<file path="src/rtl/cdc_sync_bits_filt.sv">
// ---------------------------------------------------------------------------
// cdc_sync_bits_filt
//   Multi-bit level synchronizer with a glitch filter and edge detection on
//   each bit. Quasi-static asynchronous levels (buttons, status lines,
//   external IRQs) pass through SYNC_STAGES flops into the out_clk domain.
//   A new level is accepted only once it has been stable for FILTER_CYCLES
//   cycles. Every accepted edge gives a one-cycle rise or fall pulse.
//   The bits are independent of each other, so a multi-bit value is not
//   guaranteed to arrive coherently. Use a handshake CDC for that case.
//
// Parameters
//   NUM_OF_BITS    number of independent bits
//   SYNC_STAGES    synchronizer depth, 2..4
//   FILTER_CYCLES  stable cycles needed to accept a new level (0 or 1 = none)
//   RESET_VALUE    value loaded into the sync chain and cdc_out on reset
//
// Ports
//   out_clk     in   1            destination clock
//   out_reset   in   1            synchronous reset, active-high
//   cdc_in      in   NUM_OF_BITS  asynchronous input levels
//   cdc_out     out  NUM_OF_BITS  synchronized, filtered levels
//   cdc_rise    out  NUM_OF_BITS  1-cycle pulse when a cdc_out bit goes 0->1
//   cdc_fall    out  NUM_OF_BITS  1-cycle pulse when a cdc_out bit goes 1->0
//   cdc_change  out  1            OR of all rise/fall pulses
// ---------------------------------------------------------------------------
module cdc_sync_bits_filt #(
  parameter int unsigned               NUM_OF_BITS   = 1,
  parameter int unsigned               SYNC_STAGES   = 2,
  parameter int unsigned               FILTER_CYCLES = 4,
  parameter logic [NUM_OF_BITS-1:0]    RESET_VALUE   = '0
) (
  input  logic                   out_clk,
  input  logic                   out_reset,
  input  logic [NUM_OF_BITS-1:0] cdc_in,
  output logic [NUM_OF_BITS-1:0] cdc_out,
  output logic [NUM_OF_BITS-1:0] cdc_rise,
  output logic [NUM_OF_BITS-1:0] cdc_fall,
  output logic                   cdc_change
);

  // A filter length of 0 behaves like 1: the level is accepted on the first
  // cycle that the synchronized value differs from cdc_out.
  localparam int unsigned F_EFF = (FILTER_CYCLES < 1) ? 1 : FILTER_CYCLES;
  localparam int unsigned CNT_W = ($clog2(F_EFF + 1) < 1) ? 1 : $clog2(F_EFF + 1);
  localparam logic [CNT_W-1:0] CNT_LAST = CNT_W'(F_EFF - 1);

  // Synchronizer chain. Nothing sits between the stages, so the tools can
  // place these flops together.
  (* ASYNC_REG = "true" *) logic [NUM_OF_BITS-1:0] r_sync [SYNC_STAGES];

  logic [NUM_OF_BITS-1:0] r_out;
  logic [NUM_OF_BITS-1:0] r_rise;
  logic [NUM_OF_BITS-1:0] r_fall;
  logic                   r_change;
  logic [CNT_W-1:0]       r_cnt [NUM_OF_BITS];

  logic [NUM_OF_BITS-1:0] w_s;
  logic [NUM_OF_BITS-1:0] w_diff;
  logic [NUM_OF_BITS-1:0] w_update;
  logic [NUM_OF_BITS-1:0] w_rise_nxt;
  logic [NUM_OF_BITS-1:0] w_fall_nxt;
  logic [NUM_OF_BITS-1:0] w_out_nxt;
  logic [CNT_W-1:0]       w_cnt_nxt [NUM_OF_BITS];

  always_ff @(posedge out_clk) begin
    if (out_reset) begin
      for (int k = 0; k < int'(SYNC_STAGES); k++) begin
        r_sync[k] <= RESET_VALUE;
      end
    end else begin
      r_sync[0] <= cdc_in;
      for (int k = 1; k < int'(SYNC_STAGES); k++) begin
        r_sync[k] <= r_sync[k-1];
      end
    end
  end

  assign w_s = r_sync[SYNC_STAGES-1];

  // The counter holds how many edges in a row the synchronized level has
  // differed from cdc_out. If the level returns to cdc_out, the count goes
  // back to zero, so a glitch shorter than the filter length leaves nothing.
  always_comb begin
    w_diff   = w_s ^ r_out;
    w_update = '0;
    for (int i = 0; i < int'(NUM_OF_BITS); i++) begin
      w_cnt_nxt[i] = '0;
      if (w_diff[i]) begin
        if (r_cnt[i] == CNT_LAST) begin
          w_update[i] = 1'b1;
        end else begin
          w_cnt_nxt[i] = r_cnt[i] + CNT_W'(1);
        end
      end
    end
    w_rise_nxt = w_update & w_s;
    w_fall_nxt = w_update & ~w_s;
    w_out_nxt  = (r_out & ~w_update) | (w_s & w_update);
  end

  // The pulses are registered in the same edge as cdc_out. The cycle that
  // shows the new level is therefore the cycle that carries the pulse.
  always_ff @(posedge out_clk) begin
    if (out_reset) begin
      r_out    <= RESET_VALUE;
      r_rise   <= '0;
      r_fall   <= '0;
      r_change <= 1'b0;
      for (int i = 0; i < int'(NUM_OF_BITS); i++) begin
        r_cnt[i] <= '0;
      end
    end else begin
      r_out    <= w_out_nxt;
      r_rise   <= w_rise_nxt;
      r_fall   <= w_fall_nxt;
      r_change <= |(w_rise_nxt | w_fall_nxt);
      for (int i = 0; i < int'(NUM_OF_BITS); i++) begin
        r_cnt[i] <= w_cnt_nxt[i];
      end
    end
  end

  assign cdc_out    = r_out;
  assign cdc_rise   = r_rise;
  assign cdc_fall   = r_fall;
  assign cdc_change = r_change;

endmodule

</file>
<file path="config.mk">
export PLATFORM = sky130hd
export DESIGN_NAME = cdc_sync_bits_filt
export DESIGN_NICKNAME = d
export VERILOG_FILES = /design/src/rtl/cdc_sync_bits_filt.sv
export SDC_FILE = /design/constraint.sdc
export NUM_CORES = 1
export LEC_CHECK = 0
export BUFFER_PORTS_ARGS = -buffer_cell sky130_fd_sc_hd__buf_2
export CAP_MARGIN = 20
export CORE_AREA = 4 4 41 43
export CTS_BUF_LIST = sky130_fd_sc_hd__clkbuf_16
export DETAILED_ROUTE_END_ITERATION = 8
export DIE_AREA = 0 0 45 47
export SYNTH_ARGS = -nofsm -noshare
export SYNTH_HDL_FRONTEND = slang
export SYNTH_SLANG_ARGS = --single-unit
</file>
<file path="constraint.sdc">
create_clock -name out_clk -period 1.8 [get_ports out_clk]
set_clock_uncertainty 0.2 [all_clocks]
set_input_delay 0.18 -clock out_clk [delete_from_list [all_inputs] [get_ports out_clk]]
set_output_delay 0.18 -clock out_clk [all_outputs]
set_load 0.01 [all_outputs]
</file>
==> impl_metrics.tcl, run 1 <==
set metrics [dict create \
    hold_ws_ns 0.00617 \
    cts_sinks 9 \
    die_h_um 47 \
    synth_compound_area_share_pct 0 \
    ys_types 11 \
    antenna_found_initial 0 \
    initial_core_util_pct 22.8 \
    drc 0 \
    layout-drive-gt1-share_pct 28.6 \
    cp-end-kind "flip-flop" \
    finalMaxSlewViolations 0 \
    cts_tree "done" \
    synth-simple-area-share_pct 23.2 \
    required_ns 1.73 \
    yosys.area_share.adder_pct 8.44 \
    clk_path_buf_depth 2 \
    wl_per_cell_um 9.78 \
    synth_mux_area_share_pct 3.38 \
    finish.net_count 41 \
    grt_pass1_wl_um 931 \
    p_leak_nw 0.180 \
    yosysSeqAreaShare_pct 60.8 \
    diodes 0 \
    n_fill_cell 142 \
    fin_crit_ns 1.36 \
    first_iter_violations 5 \
    worst_pin_slew_ns 0.370 \
    first_pass_iters 2 \
    register_area_um2 180 \
    htreeDepth 1 \
    ant_nets 0 \
    wl_um 489 \
    ir_drop_mv 0.560 \
    syn-num-nets 29 \
    num_vias 206 \
    die_area_um2 2120 \
    crit_chain "ha_1 -> ha_1 -> nor4_1" \
    p_per_area_nw_per_um2 1370 \
    critical_path.most_common_cell "ha_1" \
    io-pin-count 7 \
    synth-xor-area-share_pct 2.95 \
    place_inst 45 \
    cp_data_arrival_time_ns 1.29 \
    setup_tns_ns 0 \
    syn_to_final_growth_pct 46.4 \
    setup_viol 0 \
    critical_path.top_delay_family "adder cells" \
    avgSynthCellArea_um2 12.4 \
    crit_fanout 5 \
    netlist_area_um2 297 \
    drv_cap 0 \
    ctsResizeCount 0 \
    final_cell_mix "dfxtp_1 (9), buf_2 (6), clkbuf_16 (3)" \
    fin_cells 50 \
    crit_path_start_kind "flip-flop" \
    postCtsSetupBuffers 0 \
    worst-path-buf-inv 0 \
    final_common_cell "dfxtp_1" \
    first_global_vias 207 \
    critical_path.max_stage_delay_ns 0.31 \
    rsz0062_at_grt "false" \
    num_rows 13 \
    grt_usage_pct 6.83 \
    grt_start_max_net_pins 8 \
    cts_made_buffers 3 \
    synthCells 24 \
    vias_per_cell 4.12 \
    period_share_pct 75.7 \
    hold_viol 0 \
    clk_pin_slew_ns 0.04 \
    ctsHoldBuffers 1 \
    ys.warnings.count 0 \
    multi_input_comb_area_um2 113 \
    overflow 0 \
    timing.fmax_mhz 733 \
    port_buffers 6 \
    synth_top_family_by_area "simple AND/OR/NAND/NOR gates" \
    root_buffer "clkbuf_16" \
    slowest_stage "dfxtp_1" \
    maxSlewHeadroom_pct 75.2 \
    min_path_type "in -> reg" \
    crit_type "reg -> reg" \
    core_region_area_um2 1300 \
    die_w_um 45 \
    dpl.hpwl_um 336 \
    clk_latency_ns 0.23 \
    place.gp.congestion 0.774 \
    synth_seq_cells 9 \
    status "completed" \
]
cell usage after synthesis (all sizes together):
cell type	number	share of area, %
dfxtp	9	61
ha	2	8.4
nor2	2	2.5
nor2b	2	4.2
nor3b	2	5.1
nor4	2	4.2
inv	1	1.3
mux2i	1	3.4
nand2b	1	2.1
nor4b	1	5.1
xnor2	1	3.0
where the power goes:
part | internal (mW) | switching [mW]
sequential | 0.203 | 0.00156
clock | 0.290 | 0.0899
combinational | 0.00579 | 0.00433
layout make-up:
type                            instances  share of cell area [%]
Sequential cell                         9                    41.5
Tap cell                               15                    4.32
Timing Repair Buffer                    7                    9.22
Clock inverter                          1                   0.865
Multi-Input combinational cell         14                    25.9
Clock buffer                            3                    17.3
Inverter                                1                   0.865
cells by family after synthesis:
logic type    count (synthesis)
simple gates                 10
fa+ha+maj                     2
xor+xnor                      1
mux                           1
flops                         9
buf+inv                       1
worst register-to-register path: stages (launching register included):
cell	delay, ns
dfxtp_1	0.31
ha_1	0.20
ha_1	0.25
nor4_1	0.30
worst paths after layout:
path                       end  slack, ns         start  cells after the start
hold / removal    r_sync[0][0]      0.006     out_reset                      2
setup / recovery   r_cnt[0][0]       0.44   r_cnt[0][0]                      3
setup reg to reg   r_cnt[0][0]       0.44   r_cnt[0][0]                      3
hold reg to reg   r_sync[0][1]       0.23  r_sync[0][0]                      1
metal layers:
metal  track usage, %  routed length, um
met5                0                  0
met4             1.75                  0
met2             9.60                217
met1             7.14                207
met3             6.90                 64
through the flow:
step                util [%]  setup slack, ns  power [mW]  instance area (um^2)
CTS                     33.4            0.401       0.603                   434
global placement        26.5            0.429       0.217                   345
global route            33.4            0.265       0.626                   434
finish                  33.4            0.437       0.594                   434
detailed placement      26.5            0.449       0.217                   345
floorplan                  -            0.555       0.212                   297
No activity file was read; power rests on OpenSTA's default activity.
==> run 2, diff against run 1 <==
==> constraint.sdc (replaced) <==
create_clock -name out_clk -period 1.4 [get_ports out_clk]
set_clock_uncertainty 0.2 [all_clocks]
set_input_delay 0.14 -clock out_clk [delete_from_list [all_inputs] [get_ports out_clk]]
set_output_delay 0.14 -clock out_clk [all_outputs]
set_load 0.01 [all_outputs]
==> impl_metrics.tcl, run 2 (synthesized netlist as in run 1, its figures left out) <==
set metrics [dict create \
    status "completed" \
    finalMaxSlewViolations 0 \
    maxSlewHeadroom_pct 76.8 \
    rr_worst_depth 4 \
    crit_chain "ha_1 -> ha_2 -> nand2b_1 -> nor3b_1" \
    num_vias 203 \
    wl_um 460 \
    crit_end "cdc_rise" \
    clk_latency_ns 0.23 \
    worst_pin_slew_ns 0.346 \
    htreeDepth 1 \
    cp-startpoint "r_cnt[0][0]" \
    root_buffer "clkbuf_16" \
    p_switching_uw 129 \
    crit_type "reg -> reg" \
    die_h_um 47 \
    finish.net_count 42 \
    vias_per_cell 3.98 \
    slowest_stage "dfxtp_1" \
    final_cell_mix "dfxtp_1 (9), buf_2 (6), clkbuf_16 (3)" \
    hold_viol 0 \
    hold_ws_ns 0.228 \
    io-pin-count 7 \
    clk_path_buf_depth 2 \
    layout-drive-gt1-share_pct 30.6 \
    timing.fmax_mhz 779 \
    required_ns 1.35 \
    grt_usage_pct 6.26 \
    min_path_type "reg -> reg" \
    grt_start_max_net_pins 8 \
    p_per_area_nw_per_um2 1730 \
    p_seq_share_pct 34.0 \
    diodes 0 \
    first_iter_violations 2 \
    fin_crit_ns 1.28 \
    wl_per_cell_um 9.02 \
    setup_tns_ns 0 \
    combPwrFrac_pct 2.0 \
    antenna_found_initial 0 \
    initial_core_util_pct 22.8 \
    postCtsSetupBuffers 0 \
    cts_tree "done" \
    die_w_um 45 \
    ant_nets 0 \
    rsz0062_at_grt "false" \
    syn_to_final_growth_pct 50.6 \
    final_common_cell "dfxtp_1" \
    p_clk_share_pct 64.0 \
    cp_data_arrival_time_ns 1.24 \
    period_share_pct 91.7 \
    regToRegStartpoint "r_cnt[0][0]" \
    cp-end-kind "flip-flop" \
    overflow 0 \
    port_buffers 6 \
    p_leak_nw 0.183 \
    critical_path.max_stage_delay_ns 0.32 \
    crit_fanout 5 \
    place.gp.congestion 0.688 \
    cts_sinks 9 \
    die_area_um2 2120 \
    r2r_slack_ns 0.12 \
    dpl.hpwl_um 315 \
    num_rows 13 \
    first_pass_iters 3 \
    cts_made_buffers 3 \
    rr_endpoint "cdc_rise" \
    grt_pass1_wl_um 841 \
    power_switching_share_pct 16.8 \
    clk_pin_slew_ns 0.04 \
    core_region_area_um2 1300 \
    setup_viol 0 \
    drv_cap 0 \
    crit_path_start_kind "flip-flop" \
    p_int_uw 643 \
    first_global_vias 197 \
    ir_drop_mv 1.25 \
    drc 0 \
]
run 2: through the flow:
stage | cell area (um^2) | worst slack [ns] | util (%) | power, mW | instances
after global routing | 447 | 0.00274 | 34.3 | 0.797 | 51
after global placement | 345 | 0.0552 | 26.5 | 0.278 | 45
after detailed placement | 345 | 0.0752 | 26.5 | 0.278 | 45
after CTS | 444 | 0.0518 | 34.1 | 0.779 | 51
final | 447 | 0.116 | 34.3 | 0.773 | 51
after floorplan | 297 | 0.155 | - | 0.272 | 24
run 2: metal layers:
layer / vias to the layer above / track usage, % / wire length, um
met3: 4 / 4.60 / 51
met2: 10 / 6.50 / 153
met1: 83 / 7.34 / 228
met4: 0 / 7.02 / 27
met5: - / 0 / 0
li1: 106 / - / -
run 2: critical path: cells and delay by family, from the launching register on:
family / cells / cell delay (ns)
simple gates: 2 / 0.29
fa+ha+maj: 2 / 0.38
flops: 1 / 0.32
run 2: layout make-up:
class | instances | area, um^2
Clock inverter | 1 | 3.75
Clock buffer | 3 | 75.1
Fill cell | 133 | 855
Multi-Input combinational cell | 14 | 115
Sequential cell | 9 | 180
Inverter | 1 | 3.75
Timing Repair Buffer | 8 | 50.0
Tap cell | 15 | 18.8
run 2: how the worst min path moves through the flow:
stage	from	endpoint	slack, ns	cells past startpoint
finish	r_cnt[0][0]	r_cnt[0][0]	0.23	1
global route	r_cnt[0][0]	r_cnt[0][0]	0.25	1
CTS	r_cnt[0][0]	r_cnt[0][0]	0.23	1
detailed placement	cdc_in	r_sync[0][0]	0.16	2
global placement	cdc_in	r_sync[0][0]	0.16	2
floorplan	out_reset	r_sync[0][0]	0.01	1
run 2: power groups by stage:
stage                     registers (mW)  logic, mW  clock network (mW)
after global routing               0.263     0.0173               0.516
final                              0.263     0.0153               0.494
after CTS                          0.263     0.0153               0.500
after floorplan                    0.267    0.00538                   0
after global placement             0.267     0.0114                   0
after detailed placement           0.267     0.0111                   0
run 2: repair_timing:
action / in CTS / in global routing
hold endpoints to repair: 6 / 0
gates resized for setup: 0 / 1
setup endpoints to repair: 0 / 3
hold buffers: 2 / 0
